## src/rtl/id_ex_reg.sv

```systemverilog
// ID/EX pipeline register with load-use hazard detection and bubble insertion.
// Optional hazard-bubble counter on o_stall_count, enabled by ID_EX_STALL_COUNT_EN.
module id_ex_reg #(
  parameter int CONTROL_SIZE  = 18,
  parameter int DATA_WIDTH    = 32,
  parameter int REG_ADDR      = 5,
  parameter int MEM_READ_BIT  = 3,
  parameter int REG_WRITE_BIT = 0
) (
  input  logic                    i_clk,
  input  logic                    i_reset,
  input  logic                    i_halt,
  input  logic                    i_flush,
  input  logic [CONTROL_SIZE-1:0] i_control,
  input  logic [DATA_WIDTH-1:0]   i_rs_data,
  input  logic [DATA_WIDTH-1:0]   i_rt_data,
  input  logic [DATA_WIDTH-1:0]   i_imm,
  input  logic [DATA_WIDTH-1:0]   i_pc_plus4,
  input  logic [REG_ADDR-1:0]     i_rs_addr,
  input  logic [REG_ADDR-1:0]     i_rt_addr,
  input  logic [REG_ADDR-1:0]     i_rd_addr,
  input  logic [4:0]              i_shamt,
  input  logic                    i_uses_rt,
  output logic [CONTROL_SIZE-1:0] o_control,
  output logic [DATA_WIDTH-1:0]   o_rs_data,
  output logic [DATA_WIDTH-1:0]   o_rt_data,
  output logic [DATA_WIDTH-1:0]   o_imm,
  output logic [DATA_WIDTH-1:0]   o_pc_plus4,
  output logic [REG_ADDR-1:0]     o_rs_addr,
  output logic [REG_ADDR-1:0]     o_rt_addr,
  output logic [REG_ADDR-1:0]     o_rd_addr,
  output logic [4:0]              o_shamt,
  output logic                    o_valid,
  output logic                    o_stall,
  output logic [31:0]             o_stall_count
);

  // Both control bit indices must land inside the control vector.
  if (REG_WRITE_BIT >= CONTROL_SIZE || MEM_READ_BIT >= CONTROL_SIZE) begin : g_bad_bit_index
    $error("id_ex_reg: control bit index out of range");
  end

  logic hazard;
  logic bubble;

  always_comb begin
    hazard = o_valid & o_control[MEM_READ_BIT] & (o_rt_addr != '0) &
             ((o_rt_addr == i_rs_addr) | (i_uses_rt & (o_rt_addr == i_rt_addr)));
    bubble = i_flush | hazard;
  end

  // Flush and halt both suppress the stall: flush already kills the ID slot.
  assign o_stall = hazard & ~i_flush & ~i_halt;

  always_ff @(posedge i_clk or posedge i_reset) begin
    if (i_reset) begin
      o_control  <= '0;
      o_rs_data  <= '0;
      o_rt_data  <= '0;
      o_imm      <= '0;
      o_pc_plus4 <= '0;
      o_rs_addr  <= '0;
      o_rt_addr  <= '0;
      o_rd_addr  <= '0;
      o_shamt    <= '0;
      o_valid    <= 1'b0;
    end else if (i_halt) begin
      o_valid    <= o_valid;
    end else if (bubble) begin
      o_control  <= '0;
      o_rs_data  <= '0;
      o_rt_data  <= '0;
      o_imm      <= '0;
      o_pc_plus4 <= '0;
      o_rs_addr  <= '0;
      o_rt_addr  <= '0;
      o_rd_addr  <= '0;
      o_shamt    <= '0;
      o_valid    <= 1'b0;
    end else begin
      o_control  <= i_control;
      o_rs_data  <= i_rs_data;
      o_rt_data  <= i_rt_data;
      o_imm      <= i_imm;
      o_pc_plus4 <= i_pc_plus4;
      o_rs_addr  <= i_rs_addr;
      o_rt_addr  <= i_rt_addr;
      o_rd_addr  <= i_rd_addr;
      o_shamt    <= i_shamt;
      o_valid    <= 1'b1;
    end
  end

`ifdef ID_EX_STALL_COUNT_EN
  // Counts only hazard bubbles; saturates instead of wrapping.
  always_ff @(posedge i_clk or posedge i_reset) begin
    if (i_reset) begin
      o_stall_count <= '0;
    end else if (o_stall && (o_stall_count != 32'hFFFF_FFFF)) begin
      o_stall_count <= o_stall_count + 32'd1;
    end
  end
`else
  assign o_stall_count = '0;
`endif

endmodule
```

## config.mk

```make
export PLATFORM = sky130hd
export DESIGN_NAME = id_ex_reg
export DESIGN_NICKNAME = d
export VERILOG_FILES = /design/src/rtl/id_ex_reg.sv
export SDC_FILE = /design/constraint.sdc
export NUM_CORES = 1
export LEC_CHECK = 0
export ABC_AREA = 1
export BUFFER_PORTS_ARGS = -buffer_cell sky130_fd_sc_hd__buf_2
export CORE_AREA = 2 2 142 144
export CTS_CLUSTER_DIAMETER = 30
export DETAILED_ROUTE_END_ITERATION = 8
export DIE_AREA = 0 0 144 146
export PLACE_DENSITY = 0.67
export SYNTH_ARGS = -nofsm -noshare
export SYNTH_HDL_FRONTEND = slang
export SYNTH_SLANG_ARGS = --single-unit
```

## constraint.sdc

```tcl
create_clock -name i_clk -period 9.7 [get_ports i_clk]
set_clock_uncertainty 0.1 [all_clocks]
set_input_delay 0.485 -clock i_clk [delete_from_list [all_inputs] [get_ports i_clk]]
set_output_delay 0.485 -clock i_clk [all_outputs]
set_load 0.005 [all_outputs]
```

==> impl_metrics.env, run 1 <==
export IMPL_status="complete, no violations"
export IMPL_worst_slew_pin_slew_ns=1.014
export IMPL_grt_pass1_wl_um=30820
export IMPL_regArea_um2=4179
export IMPL_worst_path_most_repeated_cell="nand2_1"
export IMPL_synth_cells=813
export IMPL_cts_tree="built"
export IMPL_fin_area_um2=9256
export IMPL_drtIter0Drc=369
export IMPL_power_leakage_uw=0.005620
export IMPL_tns_ns=0
export IMPL_setup_violations=0
export IMPL_cts_resized=0
export IMPL_postCtsHoldBufs=0
export IMPL_numCtsBuffers=17
export IMPL_timing_rr_start="o_rt_addr[2]$_DFFE_PP0N_"
export IMPL_yosysWarnings=0
export IMPL_synth_area_um2=7073
export IMPL_grt_use_total=0.1831
export IMPL_grt_max_degree=93
export IMPL_wl_per_cell_um=14.21
export IMPL_final_util=0.4787
export IMPL_htree_levels=4
export IMPL_hold_viol_final=0
export IMPL_worstPathCellList="inv_1 -> nand2_1 -> nand2_1 -> nor2_1 -> nand3_1 -> nand2_1 -> nand2_4 -> buf_4 -> nor3_1 -> buf_2"
export IMPL_crit_path_start="o_rt_addr[2]$_DFFE_PP0N_"
export IMPL_cts_buffer_depth=2
export IMPL_cp_required_ns=9.12
export IMPL_num_vias=6405
export IMPL_coreArea_um2=19330
export IMPL_setup_worst_path_class="reg2out"
export IMPL_antenna_found_initial=1
export IMPL_fin_crit_ns=3.556
export IMPL_clk_pin_slew_ns=0.06
export IMPL_rrSetupSlack_ns=6.93
export IMPL_synth_top_cell_area_share=0.5908
export IMPL_die_w_um=144
export IMPL_crit_fanout=92
export IMPL_start_util=0.3658
export IMPL_maxCapViolCount=0
export IMPL_cp_slowest_cell="buf_4"
export IMPL_cp_endpoint="o_stall"
export IMPL_drt_first_pass_iters=5
export IMPL_cts_setup_buffers=0
export IMPL_drc=0
export IMPL_multi_input_area_um2=2394
export IMPL_syn_area_per_cell_um2=8.700
export IMPL_critical_path_top_delay_family="simple AND/OR/NAND/NOR gates"
export IMPL_drv_slew=0
export IMPL_gp_congestion=0.8322
export IMPL_nets=1290
export IMPL_max_stage_delay_ns=0.74
export IMPL_clkLatencyLatePin_ns=0.41
export IMPL_chipHeight_um=146
export IMPL_rr_worst_depth=10
export IMPL_grt_pass1_vias=6030
export IMPL_syn2layout_area_growth_pct=30.87
export IMPL_totalWireLength_um=19820
export IMPL_ir_drop_uv=108.9
export IMPL_cp_arrival_ns=2.97
export IMPL_start_kind="flip-flop"
export IMPL_hold_worst_slack_ns=0.1010
export IMPL_max_slew_margin_rel=0.3238
export IMPL_diodes=0
export IMPL_synth_area_leader_cell="dfrtp_1"
export IMPL_cp_end_kind="primary output"
export IMPL_ys_top_cells_by_area="dfrtp_1 59%, nand2_1 19%, nand3_1 12%, buf_4 3.5%, buf_6 2.1%"
export IMPL_ioPinCount=371
export IMPL_drtAntennaViolNets=0
export IMPL_r2r_end="o_imm[30]$_DFFE_PP0N_"
export IMPL_rsz0062_at_grt="no"
export IMPL_path_depth=10
export IMPL_dp_hpwl_um=13300
export IMPL_hold_class="in2async"
export IMPL_placed_area_um2=8697
export IMPL_layout_drive_gt1_share=0.3345
export IMPL_overflow=0
export IMPL_ys_ff_latch=167
export IMPL_yosysSeqAreaShare=0.5908
export IMPL_viasPerCell=4.591
export IMPL_n_fill_cell=1888
export IMPL_max_freq_mhz=281.2
export IMPL_finalCritPeriodShare=0.3666
export IMPL_p_per_area_nw_per_um2=176.3
export IMPL_io_buffers=338
export IMPL_clock_sinks=167
export IMPL_design_die_area_um2=21020
export IMPL_netlist_cell_type_count=15
export IMPL_clock_root_buffer="clkbuf_16"
export IMPL_rows=51
export IMPL_crit_buf_inv=3
==> registers in the layout (all words and copies together), names as in the netlist <==
name        count
o_rt_data      32
o_rs_addr       5
o_shamt         5
o_valid         1
o_rt_addr       5
o_imm          32
o_control      18
o_pc_plus4     32
o_rd_addr       5
o_rs_data      32
==> stage by stage <==
stage	instances	power [uW]	worst slack, ns
floorplan	844	893.9	4.597
global placement	1365	999.5	6.411
detailed placement	1365	1001	6.407
CTS	1395	1658	6.060
global route	1395	1720	5.839
finish	1395	1632	6.144
==> worst min-delay path by stage <==
| stage | end | cells past startpoint | slack [ns] | from |
|---|---|---|---|---|
| CTS | o_rt_data[0]$_DFFE_PP0N_ | 2 | 0.15 | i_reset |
| finish | o_rt_data[4]$_DFFE_PP0N_ | 2 | 0.10 | i_reset |
| global route | o_rt_data[4]$_DFFE_PP0N_ | 2 | 0.16 | i_reset |
| global placement | o_imm[16]$_DFFE_PP0N_ | 2 | 0.36 | o_imm[16]$_DFFE_PP0N_ |
| detailed placement | o_rt_data[23]$_DFFE_PP0N_ | 2 | 0.36 | o_rt_data[23]$_DFFE_PP0N_ |
| floorplan | o_imm[3]$_DFFE_PP0N_ | 2 | 0.37 | o_imm[3]$_DFFE_PP0N_ |
==> logic make-up (layout without fill, tap and decap cells) <==
group,count (synthesis),count (layout),share of synthesized area
buffers and inverters,102,388,0.08898
and+or+nand+nor,542,542,0.3184
xor gates and xnor gates,1,1,0.001239
DFF,167,167,0.5908
other,1,32,0.0005302
==> synth_stat cells, drive strengths merged <==
| cell type | instances |
|---|---|
| buf | 66 |
| clkbuf | 21 |
| conb | 1 |
| dfrtp | 167 |
| inv | 15 |
| nand2 | 363 |
| nand3 | 169 |
| nand4 | 1 |
| nor2 | 8 |
| nor3 | 1 |
| xnor2 | 1 |
==> routing by layer <==
layer	global-route usage	routed length [um]
met1	0.2352	8443
met2	0.2886	9220
met3	0.05561	1672
met4	0.07304	485
met5	0	0
==> layout make-up <==
class	instances	share of cell area
Sequential cell	167	0.4515
Multi-Input combinational cell	575	0.2586
Timing Repair Buffer	343	0.1871
Clock buffer	18	0.04745
Tap cell	265	0.03582
Clock inverter	12	0.01298
Inverter	15	0.006623
==> placed cells by master, fill, tap and decap left out, drive strengths merged <==
cell type | netlist | final
bufinv | 0 | 1
clkinv | 0 | 1
inv | 15 | 20
dfrtp | 167 | 167
clkbuf | 21 | 18
xnor2 | 1 | 1
nor3 | 1 | 1
buf | 66 | 343
nor2 | 8 | 8
nand4 | 1 | 1
nand3 | 169 | 169
conb | 1 | 32
clkinvlp | 0 | 5
nand2 | 363 | 363
==> worst register-to-register path, cell delays in order (launching register included) <==
cell and delay, ns:
dfrtp_1 0.43, inv_1 0.10, nand2_1 0.06, nand2_1 0.06
nor2_1 0.05, nand3_1 0.07, nand2_1 0.08, nand2_4 0.69
buf_4 0.76, nand3_1 0.22, nand2_1 0.11
==> where the power goes <==
part / switching [uW] / internal [uW] / total, uW
clock: 283 / 362 / 645
sequential: 29.9 / 750 / 780
combinational: 116 / 90.6 / 206
total: 429 / 1200 / 1630
No activity file was read; power rests on OpenSTA's default activity.
==> run 2: changes to the inputs <==
CORE_AREA = 2 2 143 145   (was 2 2 142 144)
DIE_AREA = 0 0 145 147   (was 0 0 144 146)
PLACE_DENSITY = 0.68   (was 0.67)
clock period = 3 ns   (was 9.7 ns; I/O delays follow)
==> run 2 against run 1 <==
Compared with the run above:
- clock-buffer cell count is 2 higher
- critical endpoint unchanged
- utilization rose by 8.4 points
- total power grew to 3.4 times the previous value
==> impl_metrics.env, run 2 (synthesis gave the netlist of run 1 again) <==
export IMPL_cp_arrival_ns=2.13
export IMPL_dp_cells=1375
export IMPL_syn2layout_area_growth_pct=57.79
export IMPL_multi_input_area_um2=2394
export IMPL_fin_crit_ns=2.384
export IMPL_cts_setup_buffers=0
export IMPL_wl_per_cell_um=14.61
export IMPL_dp_hpwl_um=13540
export IMPL_nets=1468
export IMPL_design_die_area_um2=21320
export IMPL_finalCritPeriodShare=0.7948
export IMPL_whs_path_depth=4
export IMPL_p_per_area_nw_per_um2=501.8
export IMPL_setup_violations=0
export IMPL_numCtsBuffers=17
export IMPL_n_fill_cell=1655
export IMPL_status="complete, no violations"
export IMPL_hold_class="in2reg"
export IMPL_power_leakage_uw=0.006408
export IMPL_clock_root_buffer="clkbuf_16"
export IMPL_cts_tree="built"
export IMPL_grt_max_degree=169
export IMPL_grt_use_total=0.2159
export IMPL_drt_first_pass_iters=8
export IMPL_drv_slew=0
export IMPL_grt_met3_usage=0.05466
export IMPL_maxCapViolCount=0
export IMPL_cp_end_kind="primary output"
export IMPL_drc=0
export IMPL_grt_pass1_wl_um=37300
export IMPL_drtIter0Drc=381
export IMPL_ioPinCount=371
export IMPL_placed_area_um2=8840
export IMPL_antenna_found_initial=0
export IMPL_totalWireLength_um=23080
export IMPL_final_cell_mix="362 x nand2_1, 337 x buf_2, 173 x dlygate4sd3_1"
export IMPL_worst_slew_pin_slew_ns=0.7386
export IMPL_setup_worst_path_class="reg2out"
export IMPL_grt_pass1_vias=7333
export IMPL_start_kind="flip-flop"
export IMPL_io_buffers=338
export IMPL_diodes=0
export IMPL_use_met2=0.3769
export IMPL_clk_pin_slew_ns=0.06
export IMPL_rr_worst_depth=10
export IMPL_start_util=0.3564
export IMPL_cp_required_ns=2.75
export IMPL_drtAntennaViolNets=0
export IMPL_final_common_cell="nand2_1"
export IMPL_stdcell_count=1580
export IMPL_gp_congestion=0.8645
export IMPL_ir_drop_uv=390.6
export IMPL_top_usage_layer="met2"
export IMPL_num_vias=7332
export IMPL_die_w_um=145
export IMPL_layout_drive_gt1_share=0.2924
export IMPL_regArea_um2=4179
export IMPL_overflow=0
export IMPL_use_met1=0.2616
export IMPL_rsz0062_at_grt="no"
export IMPL_rows=52
export IMPL_max_slew_margin_rel=0.5076
export IMPL_clock_sinks=167
export IMPL_chipHeight_um=147
export IMPL_tns_ns=0
export IMPL_final_util=0.5624
export IMPL_htree_levels=4
export IMPL_hold_viol_final=0
export IMPL_crit_fanout=60
export IMPL_cts_buffer_depth=2
export IMPL_fin_area_um2=11160
export IMPL_viasPerCell=4.641
export IMPL_coreArea_um2=19840
export IMPL_clkLatencyLatePin_ns=0.41
export IMPL_max_freq_mhz=419.4
## run 2: cell types whose count changed in the layout (fill, tap and decap cells not counted), moves of 2 or more
cell | previous run | this run
buf_4 | 6 | 3
inv_6 | 6 | 3
clkbuf_1 | 0 | 2
dlygate4sd3_1 | 0 | 173
buf_12 | 0 | 8
## run 2: final timing paths
check                                        endpoint                       from  slack, ns
min                              o_imm[9]$_DFFE_PP0N_                     i_halt       0.04
max reg2reg                o_pc_plus4[14]$_DFFE_PP0N_   o_rt_addr[2]$_DFFE_PP0N_       0.67
min in group asynchronous   o_control[15]$_DFFE_PP0N_                    i_reset       0.21
max in group asynchronous        o_imm[5]$_DFFE_PP0N_                    i_reset       1.77
max                                           o_stall   o_rt_addr[2]$_DFFE_PP0N_       0.62
min reg2reg                 o_rt_data[24]$_DFFE_PP0N_  o_rt_data[24]$_DFFE_PP0N_       0.37
## run 2: cell type report
| type | count | area share |
|---|---|---|
| Clock inverter | 12 | 0.01278 |
| Inverter | 15 | 0.005381 |
| Clock buffer | 20 | 0.04002 |
| Timing Repair Buffer | 521 | 0.3226 |
| Sequential cell | 167 | 0.3744 |
| Multi-Input combinational cell | 575 | 0.2145 |
| Tap cell | 270 | 0.03027 |
## run 2: routing by layer
metal  share of wire  vias up
met5               0        -
met4           0.024        0
met3           0.070       47
met2            0.50      348
met1            0.40     3461
li1                -     3476
## run 2: power by group
group / internal (uW) / switching, uW
Combinational: 454 / 427
Sequential: 2430 / 102
Clock: 1270 / 927
Total: 4140 / 1460
## run 2: repair_timing
action                                 in CTS  in global routing
endpoints found under the hold margin     183                  0
hold buffers                              173                  0
resized for setup                           0                  0
## run 2: critical path: stages (launching register included)
cell and delay [ns]:
dfrtp_1 0.44, inv_1 0.08, nand2_1 0.06, nand2_1 0.05, nor2_1 0.08, nand3_1 0.07, nand2_1 0.11, nand2_4 0.37
nor3_1 0.29, buf_2 0.16
## run 2: stage by stage
stage	setup slack, ns	hold slack, ns	total power [uW]
final	0.6157	0.03634	5600
after global routing	0.3798	0.02655	5880
after floorplan	0.6232	0.1877	2891
after global placement	0.9461	0.09095	3246
after detailed placement	0.9407	0.08953	3257
after CTS	0.6222	0.01377	5651
==> run 3: changes to the inputs <==
CORE_AREA = 2 2 142 144   (was 2 2 143 145)
DIE_AREA = 0 0 144 146   (was 0 0 145 147)
PLACE_DENSITY = 0.67   (was 0.68)
clock period = 2.4 ns   (was 3 ns; I/O delays follow)
==> run 3 against run 2 <==
Compared with the run above:
- sequential power up 25%
- register-to-register slack worse by 0.22 ns
- via count down 0.19%
- critical path type unchanged
- global-route usage up 0.13 points
- utilization up 0.76 points
- first-iteration DRC count down 15%
- wire length up 0.40%
- largest cell class unchanged
- non-clock buffer count down 8
- final area down 1.3%
==> impl_metrics.env, run 3 (synthesis gave the netlist of run 1 again) <==
export IMPL_whs_path_depth=4
export IMPL_grt_pass1_vias=7438
export IMPL_drtAntennaViolNets=0
export IMPL_overflow=0
export IMPL_clk_pin_slew_ns=0.07
export IMPL_p_per_area_nw_per_um2=618.2
export IMPL_hold_class="in2reg"
export IMPL_final_common_cell="nand2_1"
export IMPL_worst_slew_pin_slew_ns=0.8675
export IMPL_cts_tree="built"
export IMPL_grt_max_degree=169
export IMPL_io_buffers=338
export IMPL_syn2layout_area_growth_pct=55.81
export IMPL_final_cell_mix="362 x nand2_1, 337 x buf_2, 169 x nand3_1"
export IMPL_diodes=0
export IMPL_power_leakage_uw=0.006369
export IMPL_r2r_end="o_rs_data[22]$_DFFE_PP0N_"
export IMPL_totalWireLength_um=23180
export IMPL_numCtsBuffers=17
export IMPL_n_fill_cell=1671
export IMPL_rows=51
export IMPL_drt_first_pass_iters=5
export IMPL_dp_hpwl_um=13550
export IMPL_rr_worst_depth=10
export IMPL_tns_ns=0
export IMPL_hold_start="i_halt"
export IMPL_rsz0062_at_grt="no"
export IMPL_maxCapViolCount=0
export IMPL_final_util=0.5700
export IMPL_max_freq_mhz=452.5
export IMPL_hold_viol_final=0
export IMPL_finalPower_uw=6813
export IMPL_crit_fanout=32
export IMPL_fin_area_um2=11020
export IMPL_cp_arrival_ns=1.99
export IMPL_finalCritPeriodShare=0.9207
export IMPL_gp_congestion=0.7934
export IMPL_grt_pass1_wl_um=36870
export IMPL_max_slew_margin_rel=0.4217
export IMPL_start_util=0.3658
export IMPL_drc=0
export IMPL_rrSetupSlack_ns=0.45
export IMPL_ioPinCount=371
export IMPL_placed_area_um2=8806
export IMPL_chipHeight_um=146
export IMPL_drv_slew=0
export IMPL_start_kind="flip-flop"
export IMPL_viasPerCell=4.673
export IMPL_worstHoldEndpoint="o_pc_plus4[14]$_DFFE_PP0N_"
export IMPL_clock_root_buffer="clkbuf_16"
export IMPL_setup_violations=0
export IMPL_status="complete, no violations"
export IMPL_dp_cells=1368
export IMPL_antenna_found_initial=0
export IMPL_cts_buffer_depth=2
export IMPL_cp_end_kind="primary output"
export IMPL_cp_required_ns=2.18
export IMPL_clkLatencyLatePin_ns=0.41
export IMPL_nets=1460
export IMPL_layout_drive_gt1_share=0.2936
export IMPL_fin_crit_ns=2.210
export IMPL_coreArea_um2=19330
export IMPL_htree_levels=4
export IMPL_design_die_area_um2=21020
export IMPL_die_w_um=144
export IMPL_timing_rr_start="o_rt_addr[3]$_DFFE_PP0N_"
export IMPL_grt_use_total=0.2171
export IMPL_drtIter0Drc=323
export IMPL_clock_sinks=167
export IMPL_setup_worst_path_class="reg2out"
export IMPL_num_vias=7318
export IMPL_wl_per_cell_um=14.80
export IMPL_stdcell_count=1566
export IMPL_ir_drop_uv=443.4
-- run 3: metal layers --
layer / share of wire / track usage / vias to the layer above
met4: 0.026 / 0.08088 / 0
met2: 0.50 / 0.3669 / 358
li1: - / - / 3462
met5: 0 / 0 / -
met3: 0.086 / 0.06680 / 47
met1: 0.39 / 0.2589 / 3451
-- run 3: report_power, final --
group          total, uW  switching [uW]  internal [uW]  leakage [uW]
clock network       2570            1210           1350      0.000265
logic               1080             530            555       0.00393
registers           3160             130           3030       0.00217
-- run 3: how the worst max path moves through the flow --
stage,slack (ns),to,start
3_5_place_dp,0.53,o_control[7]$_DFFE_PP0N_,o_rt_addr[2]$_DFFE_PP0N_
4_1_cts,0.18,o_stall,o_rt_addr[2]$_DFFE_PP0N_
6_report,0.19,o_stall,o_rt_addr[3]$_DFFE_PP0N_
2_1_floorplan,0.05,o_control[0]$_DFFE_PP0N_,i_reset
3_3_place_gp,0.55,o_imm[0]$_DFFE_PP0N_,o_rt_addr[2]$_DFFE_PP0N_
5_1_grt,0.01,o_stall,o_rt_addr[2]$_DFFE_PP0N_
-- run 3: per-stage QoR --
stage	setup slack (ns)	hold WS [ns]
2_1_floorplan	0.05325	0.1577
3_3_place_gp	0.5535	0.2379
3_5_place_dp	0.5264	0.2477
4_1_cts	0.1849	0.1791
5_1_grt	0.01072	0.1894
6_report	0.1902	0.1521
-- run 3: final cells by class --
class,count,area [um^2],area share
flip-flops and latches,167,4179,0.3792
well taps,265,331.6,0.03009
repair buffers,513,3513,0.3188
clock buffers,17,425.4,0.03860
clock inverters,14,117.6,0.01067
inverters,15,60.06,0.005450
multi-input cells,575,2394,0.2172
-- run 3: what timing repair did --
item	CTS	global route
setup buffers	0	0
endpoints found under the hold margin	333	0
gates resized for setup	0	0
hold buffers	167	0
-- run 3: critical path: stages, from the launching register on --
cell	delay, ns
dfrtp_1	0.47
inv_2	0.06
nand2_1	0.07
nand2_1	0.06
nor2_1	0.13
nand3_1	0.08
nand2_1	0.10
nand2_4	0.25
nor3_1	0.21
buf_2	0.15
